File: src/rtl/uart_tx_state.sv
// 8N1 UART transmitter for the tester state: frames {HDR, data} and shifts it out LSB first.
// Line low one cycle after accept, done pulse 10*CLKS_PER_BIT+1 cycles after accept; requests ignored until HOLD sees send_en low.
module uart_tx_state #(
  parameter int         CLKS_PER_BIT = 434,
  parameter logic [1:0] HDR          = 2'b00
) (
  input  logic       in_clk,
  input  logic       in_rst,
  input  logic       in_send_en,
  input  logic [5:0] in_data,
  output logic       out_tx,
  output logic       out_busy,
  output logic       out_done
);

  localparam int              BW        = $clog2(CLKS_PER_BIT);
  localparam logic [BW-1:0]   BAUD_LAST = BW'(CLKS_PER_BIT - 1);

  typedef enum logic [2:0] {
    S_IDLE,
    S_START,
    S_DATA,
    S_STOP,
    S_HOLD
  } state_t;

  state_t        state_q, state_d;
  logic [BW-1:0] baud_q, baud_d;
  logic [2:0]    bit_q, bit_d;
  logic [7:0]    shift_q, shift_d;
  logic          tx_q, tx_d;
  logic          busy_q, busy_d;
  logic          done_q, done_d;
  logic          baud_end;

  assign baud_end = (baud_q == BAUD_LAST);

  always_comb begin
    state_d = state_q;
    baud_d  = baud_end ? '0 : baud_q + 1'b1;
    bit_d   = bit_q;
    shift_d = shift_q;

    case (state_q)
      S_IDLE: begin
        baud_d = '0;
        if (in_send_en) begin
          shift_d = {HDR, in_data};
          state_d = S_START;
        end
      end
      S_START: begin
        if (baud_end) begin
          state_d = S_DATA;
          bit_d   = 3'd0;
        end
      end
      S_DATA: begin
        if (baud_end) begin
          bit_d = bit_q + 3'd1;
          if (bit_q == 3'd7) state_d = S_STOP;
        end
      end
      S_STOP: begin
        if (baud_end) state_d = S_HOLD;
      end
      S_HOLD: begin
        // Re-arm guard: a request still high after done must drop before another frame.
        baud_d = '0;
        if (!in_send_en) state_d = S_IDLE;
      end
      default: begin
        state_d = S_IDLE;
        baud_d  = '0;
      end
    endcase

    // Outputs are computed from the next state so they come straight from flops.
    tx_d = 1'b1;
    case (state_d)
      S_START: tx_d = 1'b0;
      S_DATA:  tx_d = shift_d[bit_d];
      default: tx_d = 1'b1;
    endcase
    busy_d = (state_d == S_START) || (state_d == S_DATA) || (state_d == S_STOP);
    done_d = (state_q == S_STOP) && (state_d == S_HOLD);
  end

  always_ff @(posedge in_clk or posedge in_rst) begin
    if (in_rst) begin
      state_q <= S_IDLE;
      baud_q  <= '0;
      bit_q   <= 3'd0;
      shift_q <= 8'd0;
      tx_q    <= 1'b1;
      busy_q  <= 1'b0;
      done_q  <= 1'b0;
    end else begin
      state_q <= state_d;
      baud_q  <= baud_d;
      bit_q   <= bit_d;
      shift_q <= shift_d;
      tx_q    <= tx_d;
      busy_q  <= busy_d;
      done_q  <= done_d;
    end
  end

  assign out_tx   = tx_q;
  assign out_busy = busy_q;
  assign out_done = done_q;

endmodule

File: config.mk
export PLATFORM = sky130hd
export DESIGN_NAME = uart_tx_state
export DESIGN_NICKNAME = d
export VERILOG_FILES = /design/src/rtl/uart_tx_state.sv
export SDC_FILE = /design/constraint.sdc
export NUM_CORES = 1
export LEC_CHECK = 0
export CORE_MARGIN = 2
export CORE_UTILIZATION = 56
export DETAILED_ROUTE_END_ITERATION = 12
export GPL_TIMING_DRIVEN = 0
export PLACE_DENSITY = 0.88
export SLEW_MARGIN = 20
export SYNTH_ARGS = -nofsm -noshare
export SYNTH_HDL_FRONTEND = slang
export SYNTH_SLANG_ARGS = --single-unit
File: constraint.sdc
create_clock -name in_clk -period 3.46 [get_ports in_clk]
set_input_delay 0.346 -clock in_clk [delete_from_list [all_inputs] [get_ports in_clk]]
set_output_delay 0.346 -clock in_clk [all_outputs]
set_load 0.05 [all_outputs]
---- After elaboration in Yosys (flattened, before gate mapping) ----
Index checks and enable logic that the tools add are counted.
operators by class
  add/subtract/negate cells ............... 2
  order comparisons ....................... 1
  equality and inequality tests ........... 10
  multiplexer cells ....................... 17
  reduce and logical (&&, ||, !) cells .... 5
operator list
  operator                                                               count
  3-bit two-way mux                                                      8
  9-bit two-way mux                                                      2
  8-bit two-way mux                                                      2
  3-bit case mux with 5 select lines                                     1
  3-bit by 2-bit equality test with 1-bit output, second input constant  4
  9-bit by 1-bit adder with 9-bit output, second input constant          1
  3-bit equality test, second input constant                             3
  9-bit equality test, second input constant                             1
  3-bit by 1-bit equality test with 1-bit output, second input constant  2
  3-bit case mux with 2 select lines                                     1
  3-bit by 4-bit < comparator with 1-bit output, second input constant   1
  3-bit by 1-bit adder with 3-bit output, second input constant          1
  1-bit binary-select mux with 3-bit select                              1
  3-bit logical NOT                                                      1
  3-bit OR reduction                                                     1
  1-bit logical OR                                                       2
  1-bit case mux with 2 select lines                                     1
  1-bit logical AND                                                      1
  1-bit two-way mux                                                      1
word-level totals
  register bits ........................... 26
  input port bits ......................... 9
  output and inout bits ................... 3

---- Depth between registers and ports, before layout ----
  depth in word-level cells ............... 7
  depth in mapped cells ................... 14

---- Worst setup path before layout ----
Ideal clock, no wire load.
  kind .................................... flip-flop to flip-flop
  start ................................... register baud_q[0]
  end ..................................... register tx_q, in the netlist out_tx
  arrival time ............................ 2.619 ns
  data required time ...................... 3.379 ns
  slack ................................... 0.760 ns
  cell stages (with the launch flop) ...... 13
  path buffers ............................ 1
  cell sequence ........................... dfrtp_1 -> ha_1 -> and4b_2 -> and2_1 -> buf_2 -> inv_1 -> ha_1 -> or3b_1 -> a21oi_2 -> nor2_2 -> mux2i_1 -> mux2_4 -> a211oi_2
on the way
  cells in the longest elaborated chain, start to end .. 6
  elaborated cells on any way between the ends .. 13
  classes of those cells .................. eq/ne (3); mux (10)
RTL lines
  item                                       line    source
  start, declared                            28      logic [BW-1:0] baud_q, baud_d;
  start signal, assigned                     100     baud_q <= baud_d;
  9-bit equality test (*)                    36      assign baud_end = (baud_q == BAUD_LAST);
  3-bit two-way mux (on tied branches)       59, 53
  3-bit case mux with 2 select lines         44      case (state_q)
  1-bit binary-select mux with 3-bit select  82      S_DATA: tx_d = shift_d[bit_d];
  1-bit two-way mux (implied by the code)    82
  1-bit case mux with 2 select lines (*)     80      case (state_d)
  named net tx_d                             31      logic tx_q, tx_d;
  end signal, assigned                       103     tx_q <= tx_d;
  end, declared                              31
The timed path passes the listed nets; every way through them passes the cells marked *. The select of a mux whose other input is x is not followed.

---- Worst setup path in the final report ----
Same ends and word-level chain as after synthesis.

==> results.txt <==
The run finished with clean final reports. The synthesized area per cell is 9.481 µm². The dominant combinational cell family by area after synthesis is simple AND/OR/NAND/NOR gates.

The register bit count reported by yosys is 26. The highest cell delay on the worst timing path is 430 ps. The area occupied by multi-input gates came out at 703.2 µm².

For flop-to-flop paths, the worst setup slack is 430 ps. The initial antenna violation count came out at 0. The worst setup path is launched from a flip-flop.

The leakage power came out at 0.0007162 µW. Dividing the detail-routed wire length by the instance count gives 13.90 µm. In this run, CTS created clock tree buffers numbering 3.

The share of total power dissipated in sequential elements is 0.608. The area share of and/or/nand/nor cells after synthesis came out at 0.2453. STA classifies the critical path endpoint as a flip-flop. After detailed routing, the number of remaining DRC violations is 0.

The power dissipated by switching net loads is 190.8 µW. The clock input transition at the sequential cells of the worst setup and hold paths is 130 ps. The buffer count from post-CTS setup fixing came out at 0. The synthesized design spends more area on one cell type than any other, namely sky130_fd_sc_hd__dfrtp_1. The worst path arrival time came out at between 3000 and 4000 ps. The synthesized area is 1413 µm². The final-report hold violation count is 0. The final antenna-violating net count is 0. Counting flops with a built-in enable in the synthesized netlist gives 0. Among all flip-flop cells after synthesis, the most frequent one is sky130_fd_sc_hd__dfrtp_1.

The clock group share of total power came out at 0.199. The number of search-and-repair iterations in the first detailed-routing pass is 4. The critical path goes through ha_1 > and4b_2 > and2_1 > buf_2 > inv_1 > ha_1 > or3b_1 > a21oi_2 > nor2_2 > mux2i_1 > mux2_4 > a211oi_2. The clock latency reported for the late side of the worst-skew pair is 320 ps. The total routing usage reported by global routing came out at 0.2147. The fraction of the mapped netlist area in compound gates came out at 0.1329. The number of standard cells after synthesis came out at between 100 and 150.

The tool flagged a number of max-cap violations equal to 0. The worst-case clock buffer depth is 2. The synthesis-to-layout area growth is 12.31%. The ratio of final minimum period to clock period came out at 0.8760.

TritonCTS built the clock tree. The cell at the root of the clock tree is sky130_fd_sc_hd__clkbuf_4. The most repeated cell in the gate-level netlist after synthesis is sky130_fd_sc_hd__nand2_1. The startpoint identified for the worst register-to-register timing path is baud_q[0]. The worst setup path is of the flip-flop to flip-flop kind.

The routed via count came out at 1082. The number of rows created at floorplan came out at 18. The horizontal die dimension came out at between 50 and 60 µm. Sorting the synthesized cells by how often they occur yields sky130_fd_sc_hd__nand2_1 (28), sky130_fd_sc_hd__dfrtp_1 (25), sky130_fd_sc_hd__nor2_1 (16). The achievable clock frequency is 329.9 MHz. The placeable core area is about 2400 µm². Of the total power, combinational logic draws 0.193. The maximum number of pins on one net before global-route repair is 27. The required time of the critical path came out at 3700 ps.

The number of buffers added on ports is 11. The first global-routing pass estimated around 4500 µm of wire. Headroom to the max-slew limit came out at 0.3865. For the final routed database, the setup TNS stands at 0 ps. The end of the worst register-to-register path is out_tx. The cell-internal power came out at 463.0 µW. At the pin with the least slew margin, the transition time is 914.6 ps. The number of filler cells placed in the layout is 210. For this configuration, the core starts out at a cell density of 0.5808. Measured in cells, the most critical reg-to-reg path has a length of 12. The count of cell types in the netlist is 43. The critical path's most frequent cell is sky130_fd_sc_hd__ha_1. From bottom edge to top edge, the die measures 54.23 µm.

Of the post-synthesis cell area, the dominant cell type holds 0.4429. The net count of the finished layout is 179. The setup clock skew after layout came out at 5.348 ps.

The classification of the worst-slack hold path is primary input to async pin. The register area is 651.9 µm². For this design the ratio of total power to cell area is 412.1 nW/µm². Sorting the synthesized cells by area gives the leading types as sky130_fd_sc_hd__dfrtp_1 (44%), sky130_fd_sc_hd__nand2_1 (7.4%), sky130_fd_sc_hd__ha_1 (4.4%). Hold is met by around 420 ps.

The clock sink total came out at 26. The detailed placer's ending HPWL came out at 2064 µm. The largest driver fanout on the critical path came out at 7.

The total global routing overflow came out at 0. The detailed router finished its first iteration with 28 violations. The number of pins with negative max-slew slack in the final report is 0. When the netlist entered floorplanning its net count stood at 163.

The worst path in the final design needs a cycle of 3031 ps, including I/O delays and setup. The final RePlAce weighted congestion is just over 0.8. The sequential cell area fraction in the yosys report is 0.4615. The final setup violation count came out at 0. The floorplan die area is 2940 µm². The fraction of synthesized cell area in xor and xnor cells is 0.04340.

The number of antenna repair diodes came out at 0. The multiplexer fraction of the synthesized cell area is 0.03189. The yosys synthesis warning count is 0.

The total detailed-routing wirelength came out at 2696 µm. Setup repair after global routing left no endpoint under its margin. The adder-cell share of the synthesized area is 0.04429.

After detailed routing, the number of vias per cell comes to 5.577. The number of gates given a new drive strength after cts came out at 0. The worst-case IR drop observed on VDD is 0.0003453 V. The async set-or-reset flop fraction in the synthesized netlist is 1.000. The count of H-tree levels built during CTS is 1.

The critical path's slowest cell is sky130_fd_sc_hd__dfrtp_1. The I/O pin count is 12. The number of global-route vias before repair is 1038. The total of hold buffers inserted after clock tree synthesis is 0.

The fraction of final layout cells with drive strength greater than 1 came out at 0.1280. Of the total power, the share spent switching nets is 0.2919.
[power by group through the flow]
stage	clock network, µW	logic (µW)	registers (µW)
CTS	136	128	398
finish	130	126	398
global placement	0	119	400
floorplan	0	98.7	393
global route	146	146	407
detailed placement	0	127	404
[sequential cells by signal, summed over array words and instances, names as in the netlist]
signal,flops
out_busy,1
bit_q,3
state_q,3
baud_q,9
out_tx,1
out_done,1
shift_q,8
[worst max-delay path by stage]
stage	startpoint	end	cells past startpoint
after floorplan	baud_q[0]	out_tx	12
after global placement	baud_q[0]	out_tx	12
after detailed placement	baud_q[0]	out_tx	12
after CTS	baud_q[0]	out_tx	12
after global routing	baud_q[1]	out_tx	13
final	baud_q[0]	out_tx	12
[worst max-delay path: cells and delay by family (launching register included)]
kind,cells,cell delay [ps]
and+or+nand+nor,4,900
buffers and inverters,2,270
AOI/OAI and AO/OA,2,470
DFF,1,430
muxes,2,420
adders and majority gates,2,470
[layout by cell type, fill, tap and decap left out, drive strengths merged, types with 4 or more instances in the layout]
cell type      count
inv                5
ha                 5
dfrtp             25
clkdlybuf4s50     11
nand3              4
a21oi              6
xor2               4
nand2             28
nor2              17
o21ai              8
clkbuf             5
buf                5
[cell families (layout without fill, tap and decap cells)]
family          after synthesis  count (layout)
compound gates               25              25
flops                        26              26
simple gates                 69              69
buf+inv                      13              28
fa+ha+maj                     5               5
mux                           4               4
xor+xnor                      7               7
[stage by stage]
stage,util,cell area (µm²),power (µW),cells,setup slack [ps]
floorplan,-,1413,491.9,149,760.2
global placement,0.6415,1560,518.7,190,564.6
detailed placement,0.6415,1560,530.8,190,482.7
CTS,0.6523,1587,660.7,194,455.5
global route,0.6523,1587,698.4,194,257.8
finish,0.6523,1587,653.8,194,429.0
[layer usage]
metal | track usage | vias up | wire length [µm] | share of wire
met5 | 0 | - | 0 | 0
met4 | 0.1042 | 0 | 70 | 0.026
met3 | 0.04372 | 9 | 102 | 0.038
li1 | - | 540 | - | -
met2 | 0.3474 | 28 | 1348 | 0.50
met1 | 0.2734 | 505 | 1175 | 0.44
[area by class of cell]
type / instances / area share
clock buffers: 4 / 0.01656
plain buffers: 6 / 0.01972
well taps: 30 / 0.02366
repair buffers: 11 / 0.06940
flip-flops and latches: 26 / 0.4109
inverters: 7 / 0.01656
multi-input cells: 110 / 0.4432
No activity file was read; power rests on OpenSTA's default activity.
==> patch: new RTL, config.mk and constraints unchanged <==
Change the parameter `CLKS_PER_BIT` from 434 to 1736.
--- a/src/rtl/uart_tx_state.sv
+++ b/src/rtl/uart_tx_state.sv
@@ -2,5 +2,5 @@
 // Line low one cycle after accept, done pulse 10*CLKS_PER_BIT+1 cycles after accept; requests ignored until HOLD sees send_en low.
 module uart_tx_state #(
-  parameter int         CLKS_PER_BIT = 434,
+  parameter int         CLKS_PER_BIT = 1736,
   parameter logic [1:0] HDR          = 2'b00
 ) (
Function: no difference found for any inputs over 10 cycles, from zero or initial values and one cycle with in_rst high; that may be too few to reach the edited logic, so the function may still have changed.
==> patch against the original RTL <==
- via count is 17% higher
- first-iteration DRC count up 130%
- area after synthesis up 11%
- sequential cell count grew 2
- largest cell class unchanged
- hold slack lost 55 ps
- critical endpoint unchanged
- final area increased by 11%
- wire length grew 23%
- worst setup slack improved by 370 ps
Power is not compared: it rests on default switching activity, and its combinational part moved more than twofold at a synthesized area within 25%.
==> patch: results (changes against the original RTL) <==
Status
  • Run status: finished, final reports clean

Global routing
  • Pin count of the biggest net entering global routing: 29 (+7.4%)
  • First-pass GRT wire length: 5871 µm (+32%)
  • Vias in the first global route: 1,322 (+27%)

Synthesis
  • Avg Cell Area, Syn: 9.641 µm² (+1.7%)
  • XOR/XNOR Fraction of Synth Area: 0.06608 (+0.02268)
  • Syn_nets: 176 (+8.0%)
  • Synth top cells by count: 27 x dfrtp_1, 21 x nand2_1, 16 x nor2_1, 9 x inv_1, 6 x xor2_1
  • Register area share after synthesis: 0.4467 (-0.01481)
  • Synth Area in Adders: 0.03185 (-0.01244)
  • Most area-consuming cells after synthesis: dfrtp_1 43%, nand2_1 5.0%, nor2_1 3.8%, xor2_1 3.3%, ha_1 3.2%
  • Count of cell types in the netlist: 48 (+12%)

STA
  • Hold Slack: 364.2 ps (-55.20 ps)
  • Relative slew margins: 0.6262 (+0.2397)
  • Layout Skew: 11.04 ps (+5.695 ps)

Route
  • First DRT Iteration DRCs: 65 (+130%)
  • Total wire length: 3329 µm (+23%)
  • Routed vias/inst: 6.057 (+8.6%)

Setup path
  • Top cell family by delay on the critical path: compound AO/OA/AOI/OAI gates
  • R2R Setup Slk: 800 ps (+370 ps)
  • CP Max Fanout: 6 (-1)
  • CP arrival: 2930 ps (-340 ps)

Cells and area
  • Share of cells above drive strength 1: 0.1236 (-0.004453)
  • Fill cell count: 219 (+4.3%)
  • Max reg flops: 11 (+2)
  • Final-stage net count: 192 (+7.3%)

Placed design
  • Number of cells after detailed placement: 205 (+7.9%)
  • DPL Wire Length: 2479 µm (+20%)

Pwr
  • Final Total Pwr: 519.6 µW
patch: metrics by stage:
step                      worst slack [ps]  cell area, µm²
after global placement               906.4            1720
after global routing                 601.6            1757
after floorplan                       1093            1572
after detailed placement             882.4            1720
after CTS                            844.5            1757
final                                799.7            1757
patch: layout make-up:
type	count	share of cell area
Timing Repair Buffer	11	0.06268
Multi-Input combinational cell	118	0.4537
Clock buffer	4	0.02066
Sequential cell	28	0.3996
Inverter	11	0.02350
Tap cell	31	0.02208
Buffer	6	0.01781
patch: worst reg2reg max path: stages, from the launching register on:
cell,delay (ps)
dfrtp_1,420
ha_1,220
and4bb_2,310
and3_4,240
inv_1,60
ha_1,330
a21oi_2,310
o21ai_2,140
a211oi_1,270
nor3_1,80
o211a_1,230
patch: per-layer routing:
metal,global-route usage,vias up,part of all wire
li1,-,597,-
met3,0.02948,15,0.047
met5,0,-,0
met2,0.3924,51,0.48
met1,0.2995,603,0.44
met4,0.09635,0,0.030
